File: config.mk
export PLATFORM = sky130hd
export DESIGN_NAME = sprite_compositor_flat
export DESIGN_NICKNAME = d
export VERILOG_FILES = /design/src/rtl/sprite_compositor_pkg.sv /design/src/rtl/sprite_compositor_if.sv /design/src/rtl/sprite_compositor_obj_rect_hit.sv /design/src/rtl/sprite_compositor.sv /design/src/flat_wrapper.sv
export SDC_FILE = /design/constraint.sdc
export NUM_CORES = 1
export LEC_CHECK = 0
export BUFFER_PORTS_ARGS = -buffer_cell sky130_fd_sc_hd__buf_4
export CORE_AREA = 2 2 312 314
export DETAILED_ROUTE_END_ITERATION = 10
export DIE_AREA = 0 0 314 316
export SLEW_MARGIN = 20
export SYNTH_ARGS = -nofsm -noshare
export SYNTH_HDL_FRONTEND = slang
export SYNTH_SLANG_ARGS = --single-unit
File: constraint.sdc
create_clock -name clock -period 17.3 [get_ports clock]
set_input_delay 1.73 -clock clock [delete_from_list [all_inputs] [get_ports clock]]
set_output_delay 1.73 -clock clock [all_outputs]
set_load 0.02 [all_outputs]
File: src/rtl/sprite_compositor_pkg.sv
// Shared constants and helpers for the sprite compositor: default widths,
// register-word field layout and the lowest-index priority encoder.
package sprite_compositor_pkg;

  localparam int unsigned N_OBJ_DEF   = 9;
  localparam int unsigned COORD_W_DEF = 10;
  localparam int unsigned ID_W_DEF    = $clog2(N_OBJ_DEF);

  localparam int unsigned OBJ_PLAYER  = 0;

  localparam int unsigned REG_WORD_W  = 32;
  localparam int unsigned REG_X_LSB   = 0;
  localparam int unsigned REG_Y_LSB   = 0;

  localparam int unsigned FRAME_CNT_W = 16;

  localparam int unsigned PRIO_MAX    = 32;

  // Index of the lowest set bit; 0 when the vector is empty.
  function automatic logic [7:0] prio_lowest(input logic [PRIO_MAX-1:0] vec);
    logic [7:0] idx;
    logic       found;
    idx   = '0;
    found = 1'b0;
    for (int unsigned i = 0; i < PRIO_MAX; i++) begin
      if (vec[i] && !found) begin
        idx   = 8'(i);
        found = 1'b1;
      end
    end
    return idx;
  endfunction

endpackage

File: src/rtl/sprite_compositor_if.sv
// Pixel-in / hit-out stream between the VGA timing path and the compositor.
interface sprite_compositor_if
  import sprite_compositor_pkg::*;
#(
  parameter int unsigned COORD_W = COORD_W_DEF,
  parameter int unsigned ID_W    = ID_W_DEF
);

  logic               pix_valid;
  logic [COORD_W-1:0] pix_x;
  logic [COORD_W-1:0] pix_y;
  logic               out_valid;
  logic               out_hit;
  logic [ID_W-1:0]    out_id;

  modport master (
    output pix_valid, pix_x, pix_y,
    input  out_valid, out_hit, out_id
  );

  modport slave (
    input  pix_valid, pix_x, pix_y,
    output out_valid, out_hit, out_id
  );

endinterface

File: src/rtl/sprite_compositor_obj_rect_hit.sv
// Combinational point-in-rectangle test for one object; edges are summed one
// bit wider than the coordinate so objects past the screen edge never wrap.
module obj_rect_hit
  import sprite_compositor_pkg::*;
#(
  parameter int unsigned COORD_W = COORD_W_DEF
) (
  input  logic               en,
  input  logic [COORD_W-1:0] ox,
  input  logic [COORD_W-1:0] oy,
  input  logic [COORD_W-1:0] w,
  input  logic [COORD_W-1:0] h,
  input  logic [COORD_W-1:0] px,
  input  logic [COORD_W-1:0] py,
  output logic               hit
);

  logic [COORD_W:0] x_end;
  logic [COORD_W:0] y_end;

  assign x_end = {1'b0, ox} + {1'b0, w};
  assign y_end = {1'b0, oy} + {1'b0, h};

  assign hit = en
            && (px >= ox) && ({1'b0, px} < x_end)
            && (py >= oy) && ({1'b0, py} < y_end);

endmodule

File: src/rtl/sprite_compositor.sv
// Frame-snapshotted object hit compositor: two-stage pixel pipeline reporting
// the highest-priority covering object, plus a sticky player collision flag.
module sprite_compositor
  import sprite_compositor_pkg::*;
#(
  parameter int unsigned N_OBJ   = N_OBJ_DEF,
  parameter int unsigned COORD_W = COORD_W_DEF,
  parameter int unsigned ID_W    = $clog2(N_OBJ)
) (
  input  logic                           clock,
  input  logic                           reset,
  input  logic                           frame_start,
  input  logic [N_OBJ*REG_WORD_W-1:0]    obj_x,
  input  logic [N_OBJ*REG_WORD_W-1:0]    obj_y,
  input  logic [N_OBJ*COORD_W-1:0]       obj_w,
  input  logic [N_OBJ*COORD_W-1:0]       obj_h,
  input  logic [N_OBJ-1:0]               obj_en,
  sprite_compositor_if.slave             pix,
  input  logic                           collide_clear,
  output logic                           collide_flag,
  output logic [FRAME_CNT_W-1:0]         frame_count
);

  logic [COORD_W-1:0] act_x [N_OBJ];
  logic [COORD_W-1:0] act_y [N_OBJ];
  logic [COORD_W-1:0] act_w [N_OBJ];
  logic [COORD_W-1:0] act_h [N_OBJ];
  logic [N_OBJ-1:0]   act_en;

  logic [N_OBJ-1:0]   hit_comb;
  logic [N_OBJ-1:0]   hit_s1;
  logic [N_OBJ-1:0]   hit_others;
  logic               valid_s1;

  logic               out_valid_r;
  logic               out_hit_r;
  logic [ID_W-1:0]    out_id_r;

  // Only the low COORD_W bits of each register word carry a coordinate.
  logic unused_reg_bits;
  assign unused_reg_bits = ^{obj_x, obj_y};

  always_ff @(posedge clock or posedge reset) begin
    if (reset) begin
      for (int unsigned i = 0; i < N_OBJ; i++) begin
        act_x[i] <= '0;
        act_y[i] <= '0;
        act_w[i] <= '0;
        act_h[i] <= '0;
      end
      act_en <= '0;
    end else if (frame_start) begin
      for (int unsigned i = 0; i < N_OBJ; i++) begin
        act_x[i] <= obj_x[REG_WORD_W*i + REG_X_LSB +: COORD_W];
        act_y[i] <= obj_y[REG_WORD_W*i + REG_Y_LSB +: COORD_W];
        act_w[i] <= obj_w[COORD_W*i +: COORD_W];
        act_h[i] <= obj_h[COORD_W*i +: COORD_W];
      end
      act_en <= obj_en;
    end
  end

  for (genvar g = 0; g < N_OBJ; g++) begin : g_obj
    obj_rect_hit #(.COORD_W(COORD_W)) u_hit (
      .en (act_en[g]),
      .ox (act_x[g]),
      .oy (act_y[g]),
      .w  (act_w[g]),
      .h  (act_h[g]),
      .px (pix.pix_x),
      .py (pix.pix_y),
      .hit(hit_comb[g])
    );
  end

  always_comb begin
    hit_others             = hit_s1;
    hit_others[OBJ_PLAYER] = 1'b0;
  end

  always_ff @(posedge clock or posedge reset) begin
    if (reset) begin
      hit_s1      <= '0;
      valid_s1    <= 1'b0;
      out_valid_r <= 1'b0;
      out_hit_r   <= 1'b0;
      out_id_r    <= '0;
    end else begin
      hit_s1      <= hit_comb;
      valid_s1    <= pix.pix_valid;
      out_valid_r <= valid_s1;
      out_hit_r   <= valid_s1 & (|hit_s1);
      out_id_r    <= valid_s1 ? ID_W'(prio_lowest(PRIO_MAX'(hit_s1))) : '0;
    end
  end

  // Set takes precedence over a simultaneous clear.
  always_ff @(posedge clock or posedge reset) begin
    if (reset) begin
      collide_flag <= 1'b0;
    end else if (valid_s1 && hit_s1[OBJ_PLAYER] && (|hit_others)) begin
      collide_flag <= 1'b1;
    end else if (collide_clear) begin
      collide_flag <= 1'b0;
    end
  end

  always_ff @(posedge clock or posedge reset) begin
    if (reset) begin
      frame_count <= '0;
    end else if (frame_start) begin
      frame_count <= frame_count + 1'b1;
    end
  end

  assign pix.out_valid = out_valid_r;
  assign pix.out_hit   = out_hit_r;
  assign pix.out_id    = out_id_r;

endmodule

File: src/flat_wrapper.sv
// flat-port wrapper written by rule: the top's interface ports become plain ports
module sprite_compositor_flat import sprite_compositor_pkg::*;
#(
  parameter int unsigned N_OBJ   = N_OBJ_DEF,
  parameter int unsigned COORD_W = COORD_W_DEF,
  parameter int unsigned ID_W    = $clog2(N_OBJ)
)
  (clock, reset, frame_start, obj_x, obj_y, obj_w, obj_h, obj_en, collide_clear, collide_flag, frame_count, pix_pix_valid, pix_pix_x, pix_pix_y, pix_out_valid, pix_out_hit, pix_out_id);
  sprite_compositor_if #(.COORD_W(COORD_W), .ID_W(ID_W)) pix_i ();
  input  logic clock;
  input  logic reset;
  input  logic frame_start;
  input  logic [N_OBJ*REG_WORD_W-1:0] obj_x;
  input  logic [N_OBJ*REG_WORD_W-1:0] obj_y;
  input  logic [N_OBJ*COORD_W-1:0] obj_w;
  input  logic [N_OBJ*COORD_W-1:0] obj_h;
  input  logic [N_OBJ-1:0] obj_en;
  input  logic collide_clear;
  output logic collide_flag;
  output logic [FRAME_CNT_W-1:0] frame_count;
  input wire logic [$bits(pix_i.pix_valid)-1:0] pix_pix_valid;
  input wire logic [$bits(pix_i.pix_x)-1:0] pix_pix_x;
  input wire logic [$bits(pix_i.pix_y)-1:0] pix_pix_y;
  output wire logic [$bits(pix_i.out_valid)-1:0] pix_out_valid;
  output wire logic [$bits(pix_i.out_hit)-1:0] pix_out_hit;
  output wire logic [$bits(pix_i.out_id)-1:0] pix_out_id;
  assign pix_i.pix_valid = pix_pix_valid;
  assign pix_i.pix_x = pix_pix_x;
  assign pix_i.pix_y = pix_pix_y;
  assign pix_out_valid = pix_i.out_valid;
  assign pix_out_hit = pix_i.out_hit;
  assign pix_out_id = pix_i.out_id;
  sprite_compositor #(.N_OBJ(N_OBJ), .COORD_W(COORD_W), .ID_W(ID_W)) u_core (.clock(clock), .reset(reset), .frame_start(frame_start), .obj_x(obj_x), .obj_y(obj_y), .obj_w(obj_w), .obj_h(obj_h), .obj_en(obj_en), .pix(pix_i), .collide_clear(collide_clear), .collide_flag(collide_flag), .frame_count(frame_count));
endmodule
* Word level (Yosys, flattened, before mapping)
Index checks and enable logic that the tools add are counted.
Cells by class: add/sub/neg operators 19, $lt $le $gt $ge 36, mux-type cells 19, bitwise operators 1, reduce and logical (&&, ||, !) cells 57
Operators with widths (count):
- 10-bit by 10-bit adder with 11-bit output | 18
- 10-bit by 11-bit < comparator with 1-bit output | 18
- 10-bit greater-or-equal comparator | 18
- 1-bit logical AND | 46
- 16-bit by 1-bit adder with 16-bit output, second input constant | 1
- 3-bit 2-to-1 mux | 4
- 1-bit 2-to-1 mux | 11
- 9-bit OR reduction | 1
- 1-bit zero test | 8
- 4-bit 2-to-1 mux | 2
- 8-bit OR reduction | 1
- 2-bit 2-to-1 mux | 2
- 2-bit nonzero test | 1
- 1-bit bitwise AND | 1
Word-level totals: register bits 402, input port bits 790, output and inout port bits 23, logic and storage cells 176

* Longest topological paths before layout
Gate-level depths: netlist of run 1.
depth after elaboration 26, depth in mapped cells 16, gate-level depth less buffers 16

* By module
A second synthesis of run 1 with hierarchy kept.
Unflattened totals: cells, all modules 2827, area total of the unflattened synthesis 29762.3 um2
Modules (own cells, without submodules):
- sprite_compositor | times used 1, cells an instance 878, area an instance 14823.0 um2, seq. area each 10059.6 um2
- obj_rect_hit at u_core.g_obj[0].u_hit ... | times used 5, cells an instance 217, area an instance 1654.1 um2, seq. area each 0.0 um2
- obj_rect_hit at u_core.g_obj[6].u_hit ... | times used 3, cells an instance 219, area an instance 1679.1 um2, seq. area each 0.0 um2
- obj_rect_hit at u_core.g_obj[3].u_hit | times used 1, cells an instance 207, area an instance 1631.6 um2, seq. area each 0.0 um2

* Worst setup path after synthesis of run 1
OpenSTA, ideal clock, no wires.
path kind input to register, start point input pix_pix_y[0], end point register u_core.hit_s1[8], arrival 3.361 ns, data required time 17.164 ns, setup slack 13.803 ns, stages on the path 9, path through inv_1 -> ha_1 -> nand2b_1 -> nand3_1 -> a21boi_0 -> a2111oi_0 -> o21bai_1 -> a2111oi_0 -> nor4_1
On the way: cells in the longest elaborated chain, start to end 3
Ends and longest elaborated chain:
- start: declaration | RTL line flat_wrapper.sv:23 | input wire logic [$bits(pix_i.pix_y)-1:0] pix_pix_y;
- 10-bit greater-or-equal comparator | RTL line sprite_compositor_obj_rect_hit.sv:26 | && (py >= oy) && ({1'b0, py} < y_end);
- 1-bit logical AND | RTL line sprite_compositor_obj_rect_hit.sv:26
- 1-bit logical AND (*) | RTL line sprite_compositor_obj_rect_hit.sv:26
- named net u_core.g_obj[8].u_hit.hit | RTL line sprite_compositor_obj_rect_hit.sv:15 | output logic hit
- end signal: assignment | RTL line sprite_compositor.sv:89 | hit_s1 <= hit_comb;
- end: declaration | RTL line sprite_compositor.sv:31 | logic [N_OBJ-1:0] hit_s1;
Mark *: on every way through the listed nets, which the timed path passes. The rest lies on a longest branch. A chain may end at the register's enable or synchronous reset.

* Worst setup path after layout of run 1
start point register u_core.act_y[30] in the netlist's numbering, end point register u_core.hit_s1[5]
On the way: cells in the longest elaborated chain, start to end 3
Ends and longest elaborated chain:
- start: declaration | RTL line sprite_compositor.sv:25 | logic [COORD_W-1:0] act_y [N_OBJ];
- start signal: indexed assignment | RTL line sprite_compositor.sv:55 | act_y[i] <= obj_y[REG_WORD_W*i + REG_Y_LSB +: COORD_W];
- 10-bit by 10-bit adder with 11-bit output / 10-bit greater-or-equal comparator (equally long branches) | RTL line sprite_compositor_obj_rect_hit.sv:22, sprite_compositor_obj_rect_hit.sv:26
- 10-bit by 11-bit < comparator with 1-bit output / 1-bit logical AND (equally long branches) | RTL line sprite_compositor_obj_rect_hit.sv:26
- 1-bit logical AND (*) | RTL line sprite_compositor_obj_rect_hit.sv:26
- named net u_core.g_obj[5].u_hit.hit | RTL line sprite_compositor_obj_rect_hit.sv:15
Marked as above.

==> flow_summary.json, run 1 <==
{
  "clkSinkCount": 402,
  "slew_violations": 0,
  "avgSynthCellArea_um2": 10.0,
  "hp-class": "reg -> reg",
  "outcome": "finished clean",
  "core_um2": 96000,
  "fmax_mhz": 242,
  "drt_first_iter_violations": 987,
  "critPathRequiredTime_ns": 17.86,
  "grt_pass1_vias": 22316,
  "synth_common_cells": "ha_1 (523), dfrtp_1 (402), o21ai_0 (258)",
  "grt_max_degree": 182,
  "multi_input_area_um2": 17500,
  "path_delay_family": "compound AO/OA/AOI/OAI gates",
  "ys_seq_elements": 402,
  "ys_warn_count": 0,
  "drive_above_1_share_pct": 22.3,
  "powerDensity_nw_per_um2": 96.6,
  "fill_cells": 9675,
  "synth.net_count": 4187,
  "yosysSeqAreaShare_pct": 35.2,
  "peakVddDrop_mv": 0.0773,
  "slew-limit-headroom_pct": 32.8,
  "post-route-min-period_ns": 4.13,
  "num-nets-final": 4611,
  "wl_mm": 83.0,
  "yosys-top-cells-area": "dfrtp_1 (35%), ha_1 (23%), mux2_2 (8.2%)",
  "setup_viol": 0,
  "finalCritPeriodShare_pct": 23.9,
  "cts_buffers": 51,
  "grt_antenna_before_repair": 20,
  "top_layer_used": "met5",
  "route.detailed.wl_per_inst_um": 18.0,
  "fp.dieH_um": 316,
  "antenna_left": 0,
  "cts_resized": 0,
  "finalPower_mw": 3.39,
  "gp_congestion": 0.820,
  "r2r_start": "u_core.act_y[30]$_DFFE_PP0P_",
  "startpoint": "u_core.act_y[30]$_DFFE_PP0P_",
  "path_max_fanout": 3,
  "tns_ns": 0,
  "overflow": 0,
  "die_w_um": 314,
  "track_usage_pct": 16.6,
  "clkTransAtPathRegs_ns": 0.06,
  "async_reset_ff_share_pct": 100,
  "slowest_delay_ns": 0.80,
  "worst_pin_slew_ns": 1.01,
  "min-delay-start": "u_core.hit_s1[1]$_DFF_PP0_",
  "rows": 114,
  "routed-wl-met3_mm": 4.66,
  "via_per_inst": 4.83,
  "start_util_pct": 29.8,
  "synth_area_um2": 28600,
  "maxCapViolCount": 0,
  "crit_path_start_kind": "flip-flop",
  "synth_area_leader_cell": "dfrtp_1",
  "grt_pass1_wl_mm": 127,
  "drc_errors": 0,
  "worstPathArrival_ns": 4.69,
  "ys.flop_type": "dfrtp_1",
  "criticalPathCategory": "reg -> reg",
  "met2_wirelength_mm": 37.5,
  "synth_edf_count": 0,
  "fin_skew_ns": 0.0188,
  "dp_slack_ns": 12.42,
  "ios": 813,
  "cts_max_path_buffers": 3,
  "clk_latency_ns": 0.63,
  "num_vias": 22236,
  "crit_chain": "ha_1 -> fa_1 -> a211o_1 -> o211ai_1 -> a21oi_1 -> o21a_1 -> o21a_1 -> or2_2 -> ha_1 -> a2111oi_0 -> a221oi_1 -> a2111oi_0 -> buf_4",
  "die_area_um2": 99200,
  "cts_tree": "built",
  "dp_hpwl_mm": 63.5,
  "crit_buf_inv": 1,
  "cts_hold_buffers": 0,
  "synth_cell_types": 50,
  "post_cts_buffers": 0,
  "critPathSlowestCell": "a2111oi_0",
  "cts-htree-levels": 2,
  "layout_setup_ws_ns": 13.17,
  "syn_to_final_growth_pct": 22.6,
  "endpoint_kind": "flip-flop",
  "hold_viol_final": 0,
  "dr.pass1.iters": 5,
  "root_buffer": "clkbuf_16",
  "yosysMostFrequentCell": "ha_1",
  "regArea_um2": 10100,
  "synth_top_cell_area_share_pct": 35.2,
  "port_buffers": 416,
  "netlist_instances": 2856,
  "rsz0062_at_grt": "no",
  "wl_met1_mm": 38.7,
  "power_leakage_nw": 16.9
}
==> metrics by stage <==
| step | cell area (um^2) | std cells | hold WS, ns | util (%) |
|---|---|---|---|---|
| 3_3_place_gp | 33200 | 4503 | 0.444 | 34.6 |
| 5_1_grt | 35100 | 4600 | 0.489 | 36.5 |
| 6_report | 35100 | 4600 | 0.455 | 36.5 |
| 2_1_floorplan | 28600 | 2856 | 0.396 | - |
| 4_1_cts | 35100 | 4597 | 0.455 | 36.5 |
| 3_5_place_dp | 33200 | 4503 | 0.443 | 34.6 |
==> kinds of logic after synthesis <==
kind of cell               count (synthesis)  share of synthesized area, %
muxes                                    208                          8.19
and+or+nand+nor                          577                          9.30
adders and majority gates                541                          24.1
AOI/OAI and AO/OA                        689                          14.9
DFF                                      402                          35.2
xor gates and xnor gates                 148                          4.53
buffers and inverters                    291                          3.82
==> state kept, by name, indices dropped and copies added, names as in the netlist <==
name / flops
u_core.act_en: 9
u_core.act_h: 90
u_core.act_y: 90
u_core.pix.out_hit: 1
u_core.hit_s1: 9
u_core.act_x: 90
u_core.frame_count: 16
u_core.pix.out_valid: 1
u_core.collide_flag: 1
u_core.act_w: 90
u_core.pix.out_id: 4
u_core.valid_s1: 1
==> worst paths after layout <==
path / end / slack, ns / depth (start not counted)
worst min register to register: u_core.pix.out_id[1]$_DFF_PP0_ / 0.45 / 1
worst max-delay path: u_core.hit_s1[5]$_DFF_PP0_ / 13.17 / 13
min in group asynchronous: u_core.act_w[25]$_DFFE_PP0P_ / 1.18 / 2
max in group asynchronous: u_core.act_h[60]$_DFFE_PP0P_ / 13.53 / 5
worst min-delay path: u_core.pix.out_id[1]$_DFF_PP0_ / 0.45 / 1
worst max register to register: u_core.hit_s1[5]$_DFF_PP0_ / 13.17 / 13
==> final cells by class <==
class                           instances  area share (%)
Clock buffer                           77            4.38
Antenna cell                            3          0.0214
Sequential cell                       402            28.7
Timing Repair Buffer                  431            9.28
Tap cell                             1276            4.55
Inverter                              231            2.49
Clock inverter                         17           0.781
Multi-Input combinational cell       2163            49.8
==> per-layer routing <==
layer  global-route usage (%)  up-vias
li1                         -    11140
met1                     22.2    10514
met2                     26.8      424
met3                     3.96      130
met4                     4.71       28
met5                        0        -
==> power breakdown <==
part           switching [mW]  internal, mW  total [mW]
Clock                   0.445         0.714        1.16
Combinational           0.588         0.530        1.12
Sequential             0.0739          1.04        1.11
Total                    1.11          2.28        3.39
==> layout by cell type (no fill, tap or decap), types with 10 or more instances in the layout <==
cell,instances
o21a_1,45
or4_1,10
o21ai_1,20
clkbuf_8,12
o211ai_1,20
o21ai_0,258
nand4_1,16
a211oi_1,28
dfrtp_1,402
or3_1,12
a21o_1,52
buf_4,429
nor3_1,61
nor2_1,88
nor4_1,23
or2_2,10
o41ai_1,14
xor2_1,87
clkbuf_1,12
a21oi_1,148
nand3_1,31
clkbuf_16,53
ha_1,523
fa_1,18
a2111oi_0,27
inv_1,230
mux2_2,208
nor2b_1,24
o2111ai_1,10
a21boi_0,13
nand2b_1,42
nand2_1,252
xnor2_1,61
No activity file was read; power rests on OpenSTA's default activity.
==> run 2, diff against run 1 <==
Settings changed: ABC_AREA set to 1, CORE_AREA 2 2 312 314 to 2 2 310 343, DIE_AREA 0 0 314 316 to 0 0 312 345.
Clock period 17.3 ns to 4.1 ns, I/O delays scaled along.
==> run 2 against run 1 <==
Compared with the run above:
- routed wire length is 26% higher
- die area rose by 8.5%
- power rose to 4.4 times the previous value
- sequential share of layout area down 4.2 points
- fmax grew 38%
- clock skew decreased by 0.0042 ns
- cell area is 17% higher
- flip-flop and latch count stayed put
- final cell count up 37%
- combinational power rose to 4.8 times the previous value
- highest routed layer unchanged
- first-iteration DRC count rose by 58%
- hold slack got worse by 0.41 ns
==> flow_summary.json, run 2 <==
{
  "outcome": "finished clean",
  "post_cts_buffers": 0,
  "path_delay_family": "simple AND/OR/NAND/NOR gates",
  "async_reset_ff_share_pct": 100,
  "finalPower_mw": 14.9,
  "drt_first_iter_violations": 1558,
  "synth_area_um2": 31000,
  "final_common_cell": "nand2_1",
  "die_area_um2": 108000,
  "synth_edf_count": 0,
  "root_buffer": "clkbuf_16",
  "drc_errors": 0,
  "p_comb_share_pct": 36.1,
  "hold_viol_final": 0,
  "num-nets-final": 6210,
  "crit_chain": "ha_1 -> fa_1 -> inv_1 -> nor2_1 -> nor2_1 -> xor2_1 -> ha_1 -> nand2_1 -> inv_1 -> a21oi_1 -> nand2_1 -> nand2_1 -> nand2_1 -> nand2_1 -> nand2_1 -> nand2_1 -> nand2_1 -> nor2_1",
  "setup_viol": 0,
  "grt_pass1_wl_mm": 162,
  "synth_cell_types": 30,
  "grt_max_degree": 113,
  "path_max_fanout": 4,
  "internal_power_mw": 9.55,
  "clkTransAtPathRegs_ns": 0.06,
  "worstPathArrival_ns": 3.56,
  "synth_top_family_by_area": "simple AND/OR/NAND/NOR gates",
  "rr_worst_depth": 18,
  "netlist_instances": 4132,
  "avgSynthCellArea_um2": 7.51,
  "start_util_pct": 29.7,
  "port_buffers": 416,
  "hp-class": "in -> reg",
  "dr.pass1.iters": 5,
  "gp_congestion": 0.891,
  "grt_pass1_vias": 29552,
  "post-route-min-period_ns": 3.00,
  "startpoint": "u_core.act_y[40]$_DFFE_PP0P_",
  "criticalPathCategory": "reg -> reg",
  "r2r_slack_ns": 1.10,
  "regArea_um2": 10100,
  "cts_max_path_buffers": 3,
  "synth_xor_area_share_pct": 4.43,
  "overflow": 0,
  "fin_skew_ns": 0.0146,
  "met2_wirelength_mm": 49.7,
  "dpl-instance-area_um2": 36000,
  "synth.net_count": 5463,
  "p_clk_share_pct": 32.6,
  "cp_common_cell": "nand2_1",
  "multi_input_area_um2": 19000,
  "core_um2": 104000,
  "layout_setup_ws_ns": 1.10,
  "final_area_um2": 41000,
  "rsz0062_at_grt": "no",
  "powerDensity_nw_per_um2": 364,
  "via_per_inst": 4.64,
  "ios": 813,
  "ys.flop_type": "dfrtp_1",
  "crit_path_start_kind": "flip-flop",
  "peakVddDrop_mv": 0.299,
  "yosys-top-cells-area": "dfrtp_1 (32%), ha_1 (21%), nand2_1 (18%)",
  "cts_tree": "built",
  "power.switching_mw": 5.38,
  "ys_seq_elements": 402,
  "antenna_left": 0,
  "crit_path_end": "u_core.hit_s1[4]$_DFF_PP0_",
  "p_sw_share_pct": 36.0,
  "cts_buffers": 51,
  "ys_warn_count": 0,
  "synth_top_cell_area_share_pct": 32.4,
  "synthAdderAreaFrac_pct": 22.2,
  "reg2reg_to": "u_core.hit_s1[4]$_DFF_PP0_",
  "r2r_start": "u_core.act_y[40]$_DFFE_PP0P_",
  "min-delay-start": "obj_x[98]",
  "critPathRequiredTime_ns": 4.66,
  "power_leakage_nw": 21.7,
  "synth_common_cells": "nand2_1 (1477), ha_1 (523), inv_1 (424)",
  "clk_latency_ns": 0.62,
  "crit_cells": 18,
  "num_vias": 29335,
  "crit_buf_inv": 2,
  "critPathSlowestCell": "fa_1",
  "synth_area_leader_cell": "dfrtp_1",
  "fill_cells": 10586,
  "rows": 125,
  "grt_antenna_before_repair": 9,
  "dp_hpwl_mm": 77.8,
  "drive_above_1_share_pct": 11.0,
  "mostFrequentLayoutCells": "nand2_1 (1477), ha_1 (523), buf_4 (437)",
  "synthMuxAreaShare_pct": 0,
  "yosysSeqAreaShare_pct": 32.4,
  "finalCritPeriodShare_pct": 73.3,
  "slew-limit-headroom_pct": 40.0,
  "pwr-share-seq_pct": 31.3,
  "synthSimpleGateAreaFrac_pct": 25.3,
  "top_layer_used": "met5",
  "synth_compound_area_share_pct": 9.27,
  "track_usage_pct": 19.2,
  "routed-wl-met3_mm": 4.37,
  "die_w_um": 312,
  "dp_slack_ns": 1.11,
  "fp.dieH_um": 345,
  "tns_ns": 0,
  "yosysMostFrequentCell": "nand2_1",
  "fmax_mhz": 333,
  "slowest_delay_ns": 0.45,
  "route.detailed.wl_per_inst_um": 16.5,
  "maxCapViolCount": 0,
  "cts-htree-levels": 2,
  "endpoint_kind": "flip-flop",
  "worst_pin_slew_ns": 0.894,
  "wl_mm": 105,
  "slew_violations": 0,
  "clkSinkCount": 402,
  "wl_met1_mm": 47.6,
  "syn_to_final_growth_pct": 32.1
}
## run 2: cell type report
| cell class | count | share of cell area, % |
|---|---|---|
| tap | 1397 | 4.26 |
| antenna | 1 | 0.00610 |
| clock inverter | 20 | 0.659 |
| multi-input combinational | 3222 | 46.4 |
| clock buffer | 74 | 3.69 |
| sequential | 402 | 24.5 |
| timing repair buffer | 775 | 16.5 |
| inverter | 427 | 3.94 |
## run 2: power groups by stage
stage / logic (mW) / registers, mW / clock network (mW)
after floorplan: 3.56 / 4.67 / 0
after global placement: 5.06 / 4.74 / 0
after detailed placement: 5.16 / 4.74 / 0
after CTS: 5.45 / 4.68 / 5.02
after global routing: 6.25 / 4.72 / 5.16
final: 5.39 / 4.67 / 4.86
## run 2: tightest hold or removal path: stages
cell and delay [ns]:
buf_4 0.08, nand2_1 0.07, o21ai_0 0.07
## run 2: repair_timing
| item | in CTS | in global routing |
|---|---|---|
| hold endpoints to repair | 346 | 0 |
| endpoints found under the setup margin | 0 | 0 |
| resized for setup | 0 | 0 |
| hold buffers | 326 | 0 |
## run 2: worst min path at each step
| stage | to | slack, ns | depth (start not counted) |
|---|---|---|---|
| floorplan | u_core.pix.out_valid$_DFF_PP0_ | 0.38 | 0 |
| detailed placement | u_core.act_en[2]$_DFFE_PP0P_ | 0.46 | 2 |
| global route | u_core.act_y[31]$_DFFE_PP0P_ | 0.01 | 3 |
| finish | u_core.act_x[52]$_DFFE_PP0P_ | 0.04 | 3 |
| global placement | u_core.act_en[5]$_DFFE_PP0P_ | 0.45 | 2 |
| CTS | u_core.act_y[31]$_DFFE_PP0P_ | 0.00004 | 3 |
## run 2: routing by layer
layer | vias to the layer above | global-route usage, %
li1 | 14962 | -
met1 | 13648 | 24.8
met2 | 581 | 33.3
met3 | 136 | 2.84
met4 | 8 | 5.03
met5 | - | 0
## run 2: cells by family after synthesis
kind of cell             Yosys count
AND/OR/NAND/NOR                 1991
buffers and inverters            508
adder cells (fa/ha/maj)          541
XOR/XNOR                         157
AO/OA/AOI/OAI                    533
flip-flops                       402
## run 2: metrics by stage
| step | cells | util, % | hold slack, ns |
|---|---|---|---|
| floorplan | 4132 | - | 0.383 |
| global placement | 5897 | 34.4 | 0.453 |
| detailed placement | 5897 | 34.4 | 0.460 |
| CTS | 6317 | 39.2 | 0.0000392 |
| global route | 6317 | 39.2 | 0.0116 |
| finish | 6318 | 39.3 | 0.0447 |
